==> src/rtl/hazard_pkg.sv <==
// hazard_pkg: state type, widths and a saturating-increment helper shared by
// hazard_ctrl and hazard_match.
package hazard_pkg;

    localparam int REG_IDX_W   = 5;
    localparam int STALL_CNT_W = 16;
    localparam int BUBBLE_MAX  = 2;

    typedef enum logic [1:0] {
        RUN    = 2'd0,
        BUBBLE = 2'd1,
        FREEZE = 2'd2
    } state_t;

    // Count up by one, but stick at all-ones instead of wrapping to zero.
    function automatic logic [STALL_CNT_W-1:0] sat_inc(input logic [STALL_CNT_W-1:0] v);
        return (&v) ? v : v + 1'b1;
    endfunction

endpackage

==> src/rtl/hazard_match.sv <==
// hazard_match: reports whether a producer's destination register feeds a
// source operand of the instruction in ID. Register 0 never matches because
// it is hard-wired to zero.
module hazard_match
    import hazard_pkg::*;
(
    input  logic [REG_IDX_W-1:0] i_dest,
    input  logic [REG_IDX_W-1:0] i_rs,
    input  logic                 i_use_rs,
    input  logic [REG_IDX_W-1:0] i_rt,
    input  logic                 i_use_rt,
    output logic                 o_match
);

    assign o_match = (i_dest != '0) &&
                     ((i_use_rs && (i_dest == i_rs)) || (i_use_rt && (i_dest == i_rt)));

endmodule

==> src/rtl/hazard_ctrl.sv <==
// hazard_ctrl: pipeline interlock for load-use and branch-operand hazards,
// memory-wait freeze, IF/ID flush on control transfers and a saturating
// stall-cycle counter.
// Build option: HAZARD_CTRL_DELAY_SLOT_EN defined -> never flush IF/ID, so
// the delay-slot instruction proceeds.
//
// state  | meaning
// RUN    | normal issue; hazards detected here (1-cycle stalls resolved in place)
// BUBBLE | extra bubble cycles still owed (count in r_rem), no re-detection
// FREEZE | data memory busy; everything holds, r_rem keeps the BUBBLE context
module hazard_ctrl
    import hazard_pkg::*;
(
    input  logic                   clock,
    input  logic                   reset,
    input  logic [REG_IDX_W-1:0]   rs_id,
    input  logic [REG_IDX_W-1:0]   rt_id,
    input  logic                   use_rs_id,
    input  logic                   use_rt_id,
    input  logic                   branch_id,
    input  logic                   branch_taken_id,
    input  logic                   jump_id,
    input  logic                   re_ex,
    input  logic                   we_ex,
    input  logic [REG_IDX_W-1:0]   dest_ex,
    input  logic                   re_mem,
    input  logic [REG_IDX_W-1:0]   dest_mem,
    input  logic                   mem_busy,
    output logic                   pc_hold,
    output logic                   ifid_hold,
    output logic                   idex_bubble,
    output logic                   ifid_flush,
    output logic                   freeze,
    output logic [STALL_CNT_W-1:0] stall_count
);

    state_t                 r_state;
    logic [1:0]             r_rem;
    logic [STALL_CNT_W-1:0] r_stall_cnt;

    state_t     w_eff_state;
    state_t     w_state_nxt;
    logic [1:0] w_rem_nxt;
    logic [1:0] w_need;
    logic       w_match_ex;
    logic       w_match_mem;
    logic       w_hold;
    logic       w_bubble;
    logic       w_freeze;
    logic       w_flush;

    hazard_match u_match_ex (
        .i_dest   (dest_ex),
        .i_rs     (rs_id),
        .i_use_rs (use_rs_id),
        .i_rt     (rt_id),
        .i_use_rt (use_rt_id),
        .o_match  (w_match_ex)
    );

    hazard_match u_match_mem (
        .i_dest   (dest_mem),
        .i_rs     (rs_id),
        .i_use_rs (use_rs_id),
        .i_rt     (rt_id),
        .i_use_rt (use_rt_id),
        .o_match  (w_match_mem)
    );

    // Bubble cycles demanded by the current hazards; the longest one wins.
    always_comb begin
        w_need = 2'd0;
        if ((re_ex && we_ex && w_match_ex) ||
            (branch_id && we_ex && !re_ex && w_match_ex) ||
            (branch_id && re_mem && w_match_mem))
            w_need = 2'd1;
        if (branch_id && re_ex && w_match_ex)
            w_need = 2'(BUBBLE_MAX);
    end

    // Leaving FREEZE resumes the preserved context in the same cycle, so the
    // owed bubble is issued right away rather than after an idle cycle.
    always_comb begin
        w_eff_state = r_state;
        if (r_state == FREEZE)
            w_eff_state = (r_rem != 2'd0) ? BUBBLE : RUN;
    end

    // Next state and raw control outputs; memory wait overrides everything.
    always_comb begin
        w_state_nxt = w_eff_state;
        w_rem_nxt   = r_rem;
        w_hold      = 1'b0;
        w_bubble    = 1'b0;
        w_freeze    = 1'b0;
        if (mem_busy) begin
            w_freeze    = 1'b1;
            w_hold      = 1'b1;
            w_state_nxt = FREEZE;
        end else begin
            case (w_eff_state)
                RUN: begin
                    if (w_need != 2'd0) begin
                        w_hold   = 1'b1;
                        w_bubble = 1'b1;
                        if (w_need == 2'(BUBBLE_MAX)) begin
                            w_state_nxt = BUBBLE;
                            w_rem_nxt   = 2'(BUBBLE_MAX - 1);
                        end
                    end
                end
                BUBBLE: begin
                    w_hold    = 1'b1;
                    w_bubble  = 1'b1;
                    w_rem_nxt = r_rem - 2'd1;
                    if (r_rem <= 2'd1)
                        w_state_nxt = RUN;
                end
                default: begin
                    w_state_nxt = RUN;
                    w_rem_nxt   = 2'd0;
                end
            endcase
        end
    end

`ifdef HAZARD_CTRL_DELAY_SLOT_EN
    logic w_xfer_unused;
    assign w_xfer_unused = branch_taken_id | jump_id;
    assign w_flush       = 1'b0;
`else
    // A held PC means the transfer has not been accepted yet, so no flush.
    assign w_flush = (branch_taken_id || jump_id) && !w_hold && !w_freeze;
`endif

    // Reset forces every control output low regardless of the other inputs.
    assign pc_hold     = w_hold   && !reset;
    assign ifid_hold   = w_hold   && !reset;
    assign idex_bubble = w_bubble && !reset;
    assign freeze      = w_freeze && !reset;
    assign ifid_flush  = w_flush  && !reset;
    assign stall_count = r_stall_cnt;

    // State, bubble context and stall counter registers.
    always_ff @(posedge clock or posedge reset) begin
        if (reset) begin
            r_state     <= RUN;
            r_rem       <= 2'd0;
            r_stall_cnt <= '0;
        end else begin
            r_state <= w_state_nxt;
            r_rem   <= w_rem_nxt;
            if (w_hold)
                r_stall_cnt <= sat_inc(r_stall_cnt);
        end
    end

endmodule

==> config.mk <==
export PLATFORM = sky130hd
export DESIGN_NAME = hazard_ctrl
export DESIGN_NICKNAME = d
export VERILOG_FILES = /design/src/rtl/hazard_pkg.sv /design/src/rtl/hazard_match.sv /design/src/rtl/hazard_ctrl.sv
export SDC_FILE = /design/constraint.sdc
export NUM_CORES = 1
export LEC_CHECK = 0
export CAP_MARGIN = 25
export CORE_ASPECT_RATIO = 0.5
export CORE_UTILIZATION = 40
export DETAILED_ROUTE_END_ITERATION = 6
export HOLD_SLACK_MARGIN = 0.12
export PLACE_DENSITY = 0.81
export SYNTH_ARGS = -nofsm -noshare
export SYNTH_HDL_FRONTEND = slang
export SYNTH_HIERARCHICAL = 1
export SYNTH_SLANG_ARGS = --single-unit
==> constraint.sdc <==
create_clock -name clock -period 3 [get_ports clock]
set_input_delay 0.6 -clock clock [delete_from_list [all_inputs] [get_ports clock]]
set_output_delay 0.6 -clock clock [all_outputs]
set_load 0.02 [all_outputs]
======== Word-level counts from Yosys, hierarchy flattened ========
Cells that the tools add are included.
storage, ports and cells
  flip-flop bits (word level) ............. 20
  memory bits (writable) .................. 0
  input bits .............................. 31
  logic and storage cells ................. 72
  memories ................................ 0
  output and inout port bits .............. 21
  bits in read-only memories .............. 0
  latch bits .............................. 0
cells by class
  add/sub/neg operators ................... 2
  order comparisons ....................... 1
  div/mod/pow operators ................... 0
  equality and inequality tests ........... 9
  reduce and logical (&&, ||, !) cells .... 38
  $mul .................................... 0
  muxes and demuxes ....................... 17
  shift-type cells ........................ 0
  bitwise operators ....................... 2
operator list
  operator                                                         count
  logical AND 1 bit                                                21
  == test 5 bit                                                    4
  adder 16 x 1 -> 16 bit (second input constant)                   1
  two-way mux 2 bit                                                8
  AND reduction 16 bit                                             1
  nonzero test 5 bit                                               2
  case mux 2 bit (2 select lines)                                  2
  two-way mux 1 bit                                                6
  logical OR 1 bit                                                 5
  == test 2 bit (second input constant)                            2
  logical NOT 1 bit                                                4
  != test 2 bit (second input constant)                            2
  nonzero test 2 bit                                               2
  AND reduction 3 bit                                              1
  == test 2 x 1 -> 1 bit (second input constant)                   1
  less-or-equal comparator 2 x 1 -> 1 bit (second input constant)  1
  logical NOT 2 bit                                                1
  NOT 1 bit                                                        2
  case mux 1 bit (2 select lines)                                  1
  AND reduction 2 bit                                              1
  subtractor 2 x 1 -> 2 bit (second input constant)                1

======== Logic depth before layout (Yosys ltp) ========
  depth in word-level cells ............... 17
  depth in mapped cells ................... 10
  gate-level depth less buffers ........... 9

======== Cells and area by module ========
Netlist, hierarchy kept.
by module, submodules not included
  module        area an instance (um^2)  times used  seq. area each (um^2)  cells each
  hazard_ctrl   1133.6                   1           500.5                  110
  hazard_match  132.6                    2           0.0                    17

======== Worst setup path before layout ========
Ideal clock, no wire load.
  kind .................................... input port to output port
  from .................................... input dest_ex[0]
  to ...................................... output pc_hold
  path slack .............................. -0.150 ns
  arrival ................................. 2.550 ns
  buffers on the path ..................... 2
  required time ........................... 2.400 ns
  cell stages on the path ................. 10
  cell sequence ........................... xor2_1 nor4_2 nand3_1 a21oi_1 a22oi_2 a211oi_4 nor4_4 buf_6 nor2_1 buf_4
on the way
  longest elaborated chain between the ends .. 14
  elaborated cells on any way between the ends .. 19
RTL lines
  item                                  RTL line                              text
  start: declaration                    hazard_ctrl.sv:25                     input logic [REG_IDX_W-1:0] dest_ex,
  == test 5 bit                         hazard_match.sv:16                    ((i_use_rs && (i_dest == i_rs)) || (i_use_rt && (i_dest == i_rt)));
  logical AND 1 bit                     hazard_match.sv:16
  logical OR 1 bit                      hazard_match.sv:16
  logical AND 1 bit (*)                 hazard_match.sv:15                    assign o_match = (i_dest != '0) &&
  via w_match_ex                        hazard_ctrl.sv:45                     logic w_match_ex;
  logical AND 1 bit (on tied branches)  hazard_ctrl.sv:73, hazard_ctrl.sv:74
  logical OR 1 bit                      hazard_ctrl.sv:73                     if ((re_ex && we_ex && w_match_ex) ||
  logical OR 1 bit                      hazard_ctrl.sv:74                     (branch_id && we_ex && !re_ex && w_match_ex) ||
  two-way mux 1 bit                     hazard_ctrl.sv:73
  two-way mux 2 bit (*)                 hazard_ctrl.sv:77                     if (branch_id && re_ex && w_match_ex)
  nonzero test 2 bit (*)                hazard_ctrl.sv:103                    if (w_need != 2'd0) begin
  two-way mux 1 bit (*)                 hazard_ctrl.sv:103
  case mux 1 bit (2 select lines) (*)   hazard_ctrl.sv:101                    case (w_eff_state)
  two-way mux 1 bit (*)                 hazard_ctrl.sv:96                     if (mem_busy) begin
  logical AND 1 bit (*)                 n/a
  end: declaration                      hazard_ctrl.sv:29                     output logic pc_hold,
Mark *: on every way through the listed nets, which the timed path passes. The rest lies on a longest branch.

======== Final worst setup path ========
  from .................................... input dest_ex[3]
  to ...................................... output ifid_flush
on the way
  longest elaborated chain between the ends .. 17
  elaborated cells on any way between the ends .. 22
RTL lines
  item                                  RTL line                              text
  == test 5 bit                         hazard_match.sv:16
  logical AND 1 bit                     hazard_match.sv:16
  logical OR 1 bit                      hazard_match.sv:16
  logical AND 1 bit (*)                 hazard_match.sv:15
  via w_match_ex                        hazard_ctrl.sv:45
  logical AND 1 bit (on tied branches)  hazard_ctrl.sv:73, hazard_ctrl.sv:74
  logical OR 1 bit                      hazard_ctrl.sv:73
  logical OR 1 bit                      hazard_ctrl.sv:74
  two-way mux 1 bit                     hazard_ctrl.sv:73
  two-way mux 2 bit (*)                 hazard_ctrl.sv:77
  nonzero test 2 bit (*)                hazard_ctrl.sv:103
  two-way mux 1 bit (*)                 hazard_ctrl.sv:103
  case mux 1 bit (2 select lines) (*)   hazard_ctrl.sv:101
  two-way mux 1 bit (*)                 hazard_ctrl.sv:96
  logical NOT 1 bit (*)                 hazard_ctrl.sv:133                    assign w_flush = (branch_taken_id || jump_id) && !w_hold && !w_freeze;
  logical AND 1 bit (*) (2 in series)   hazard_ctrl.sv:133
  logical AND 1 bit (*)                 hazard_ctrl.sv:141                    assign ifid_flush = w_flush && !reset;
  end: declaration                      hazard_ctrl.sv:32                     output logic ifid_flush,
Marks and branches as above.

==> metrics <==
GRT Total Usage 21.0%; fin nets 244; worst skew pair latency 0.25 ns; first-pass GRT wire length 5930 um; Critical Path Sink Type output port; Die Span Y 43.8 um; HP Class flop to flop; Final period util 102%; CTS Buffer Depth 2; final WL 3780 um; CTS sink count 20; hold_ws 0.498 ns; number of library cell types mapped by synthesis 34; Post-Syn Instances 144; sequential area share after synthesis 35.8%; Synth Net Count 178; slowest stage delay, CP 0.54 ns; H-tree depth 1; failing checks negative setup slack; syn avg cell area 9.71 sq um; final setup fails 1; Flop pwr share 35.2%; worst vdd ir 0.601 mV; Rows 14; WL/cell 15.2 um; Clock power frac 12.3%; Hold-fix buffers, CTS 0; I/O Pins 52; grt ovf 0; vias in the first global route 1322; r2r startpoint r_rem[1]$_DFFE_PP0P_; Min-Delay Startpoint stall_count[9]$_DFFE_PP0P_; Worst-Margin Slew 0.754 ns; Final Core Density 67.8%; P_int 803 uW; Max-Cap Viols 0; skew final 0.00497 ns; critical path class primary input to output port; critical path startpoint category primary input; CP required 2.40 ns; Antenna Nets Post-Route 0; share of cells above drive strength 1 28.4%; CP startpoint dest_ex[3]; number of hold violations in the final report 0; most used cell, CP buf_4; commonest non-fill, non-tap cell in the layout clkdlybuf4s50_1; Leakage 0.900 nW; final RePlAce weighted congestion 0.837; Root Driver clkbuf_8; vias per cell 5.43; CORE AREA 3150 sq um; TritonCTS Buffers 3; initial antenna violation count 0; crit-path cells buf_6, or4_4, nor2_4, a21oi_2, buf_4, a22oi_2, a211oi_4, nor3_2, nor4b_4, buf_4; Iter 0 DRT Violations 15; Seq cells post-synth 20; Rel. slew slack 49.7%; DP Worst Slack -0.869 ns; Syn-to-layout area delta 52.8%; RSZ-0062 raised after global routing yes; die area 3750 sq um; drt drc 0; CTS tree built; PD cells 646 nW/um^2; minimum clock period 3.07 ns; die width 85.6 um; DRT Pass-1 Iters 4; Slowest-stage cell, CP or4_4; final worst slack -0.0683 ns; Sw Share 41.9%; most frequent cells in the layout clkdlybuf4s50_1 (27), xor2_1 (24), dfrtp_1 (20); n_diodes 0; status complete, but fails checks; Placed Cells 240; crit path max fanout 3; final slew viol count 0; synth warn 6; Max Freq 326 MHz; clk slew on worst S/H paths 0.06 ns; mapped cell area 1400 sq um; P_sw 578 uW; largest net degree at the start of global routing 21; Port Buffers 51; Layout Cells excl Fill 248; Comb pwr share 52.5%; Critical Path AT 2.47 ns; Starting Density 44.4%; HPWL after DPL 2640 um; Vias 1346
-- final timing paths --
kind | endpoint | slack [ns] | cells past startpoint
worst min-delay path | stall_count[9]$_DFFE_PP0P_ | 0.50 | 1
worst min register to register | stall_count[9]$_DFFE_PP0P_ | 0.50 | 1
min in group asynchronous | stall_count[13]$_DFFE_PP0P_ | 0.99 | 2
worst max register to register | stall_count[12]$_DFFE_PP0P_ | 0.80 | 10
max in group asynchronous | r_rem[1]$_DFFE_PP0P_ | 1.53 | 2
worst max-delay path | ifid_flush | -0.07 | 10
-- worst max-delay path: cells and delay by family --
kind	cells	cell delay (ns)
AO/OA/AOI/OAI	3	0.33
buffers and inverters	3	0.43
AND/OR/NAND/NOR	4	1.11
-- repair_timing --
item,4_1_cts,5_1_grt
endpoints found under the hold margin,0,0
endpoints found under the setup margin,12,4
resized for setup,86,24
gates cloned,0,0
setup buffers,4,1
pin swaps,20,2
-- per-stage QoR --
stage	TNS (ns)	cell area [sq um]	power, mW
after floorplan	-0.0209	1410	0.858
after global placement	-6.41	2010	1.15
after detailed placement	-7.37	2010	1.17
after CTS	0	2080	1.37
after global routing	-0.536	2140	1.47
final	-0.0683	2140	1.38
-- cell families (layout without fill, tap and decap cells) --
group | Yosys count | count (layout) | synth area share (%)
AO/OA/AOI/OAI | 14 | 14 | 7.69
XOR/XNOR | 34 | 34 | 21.3
adder cells (fa/ha/maj) | 3 | 3 | 2.68
buffers and inverters | 9 | 73 | 3.22
flip-flops | 20 | 20 | 35.8
multiplexers | 2 | 2 | 1.61
AND/OR/NAND/NOR | 62 | 62 | 27.7
-- per-layer routing --
layer  up-vias  global-route usage, %  share of wire (%)
li1        638                      -                  -
met1       631                   24.1                 42
met2        65                   37.8                 48
met3        12                   5.52                6.9
met4         0                   10.0                3.3
met5         -                      0                  0
-- sequential cells by signal, summed over array words and instances (netlist names) --
| name | flops |
|---|---|
| r_state | 2 |
| r_rem | 2 |
| stall_count | 16 |
-- cell usage after synthesis (all sizes together) --
cell	n	share of area (%)
a31oi	1	0.89
a22oi	1	0.89
buf	2	1.3
nor4	10	8.0
xor2	27	17
nor3b	1	0.54
xnor2	7	4.4
nand2b	1	0.45
nand4	6	2.7
ha	3	2.7
nor2	11	3.1
nand4b	2	1.3
nand3b	1	0.54
a211oi	1	1.4
o2bb2ai	1	0.63
nor4b	2	1.3
dfrtp	20	36
o21ai	3	1.1
nand2	9	2.4
or4	2	1.1
inv	6	1.6
mux2	2	1.6
a41oi	1	0.63
nor3	6	2.1
nor2b	2	0.89
clkbuf	1	0.27
a21oi	6	2.1
and3	2	0.89
nand3	7	2.5
-- cell type report --
cell class / instances / area (sq um)
flip-flops and latches: 20 / 500
multi-input cells: 115 / 961
inverters: 6 / 22.5
clock buffers: 3 / 41.3
fillers: 245 / 1020
well taps: 40 / 50.0
repair buffers: 64 / 562
-- power by group through the flow --
stage                     clock [mW]  combinational [mW]  sequential, mW
final                          0.170               0.725           0.486
after floorplan                    0               0.300           0.558
after CTS                      0.176               0.712           0.485
after global placement             0               0.666           0.481
after global routing           0.186               0.785           0.502
after detailed placement           0               0.684           0.485
No activity file was read; power rests on OpenSTA's default activity.
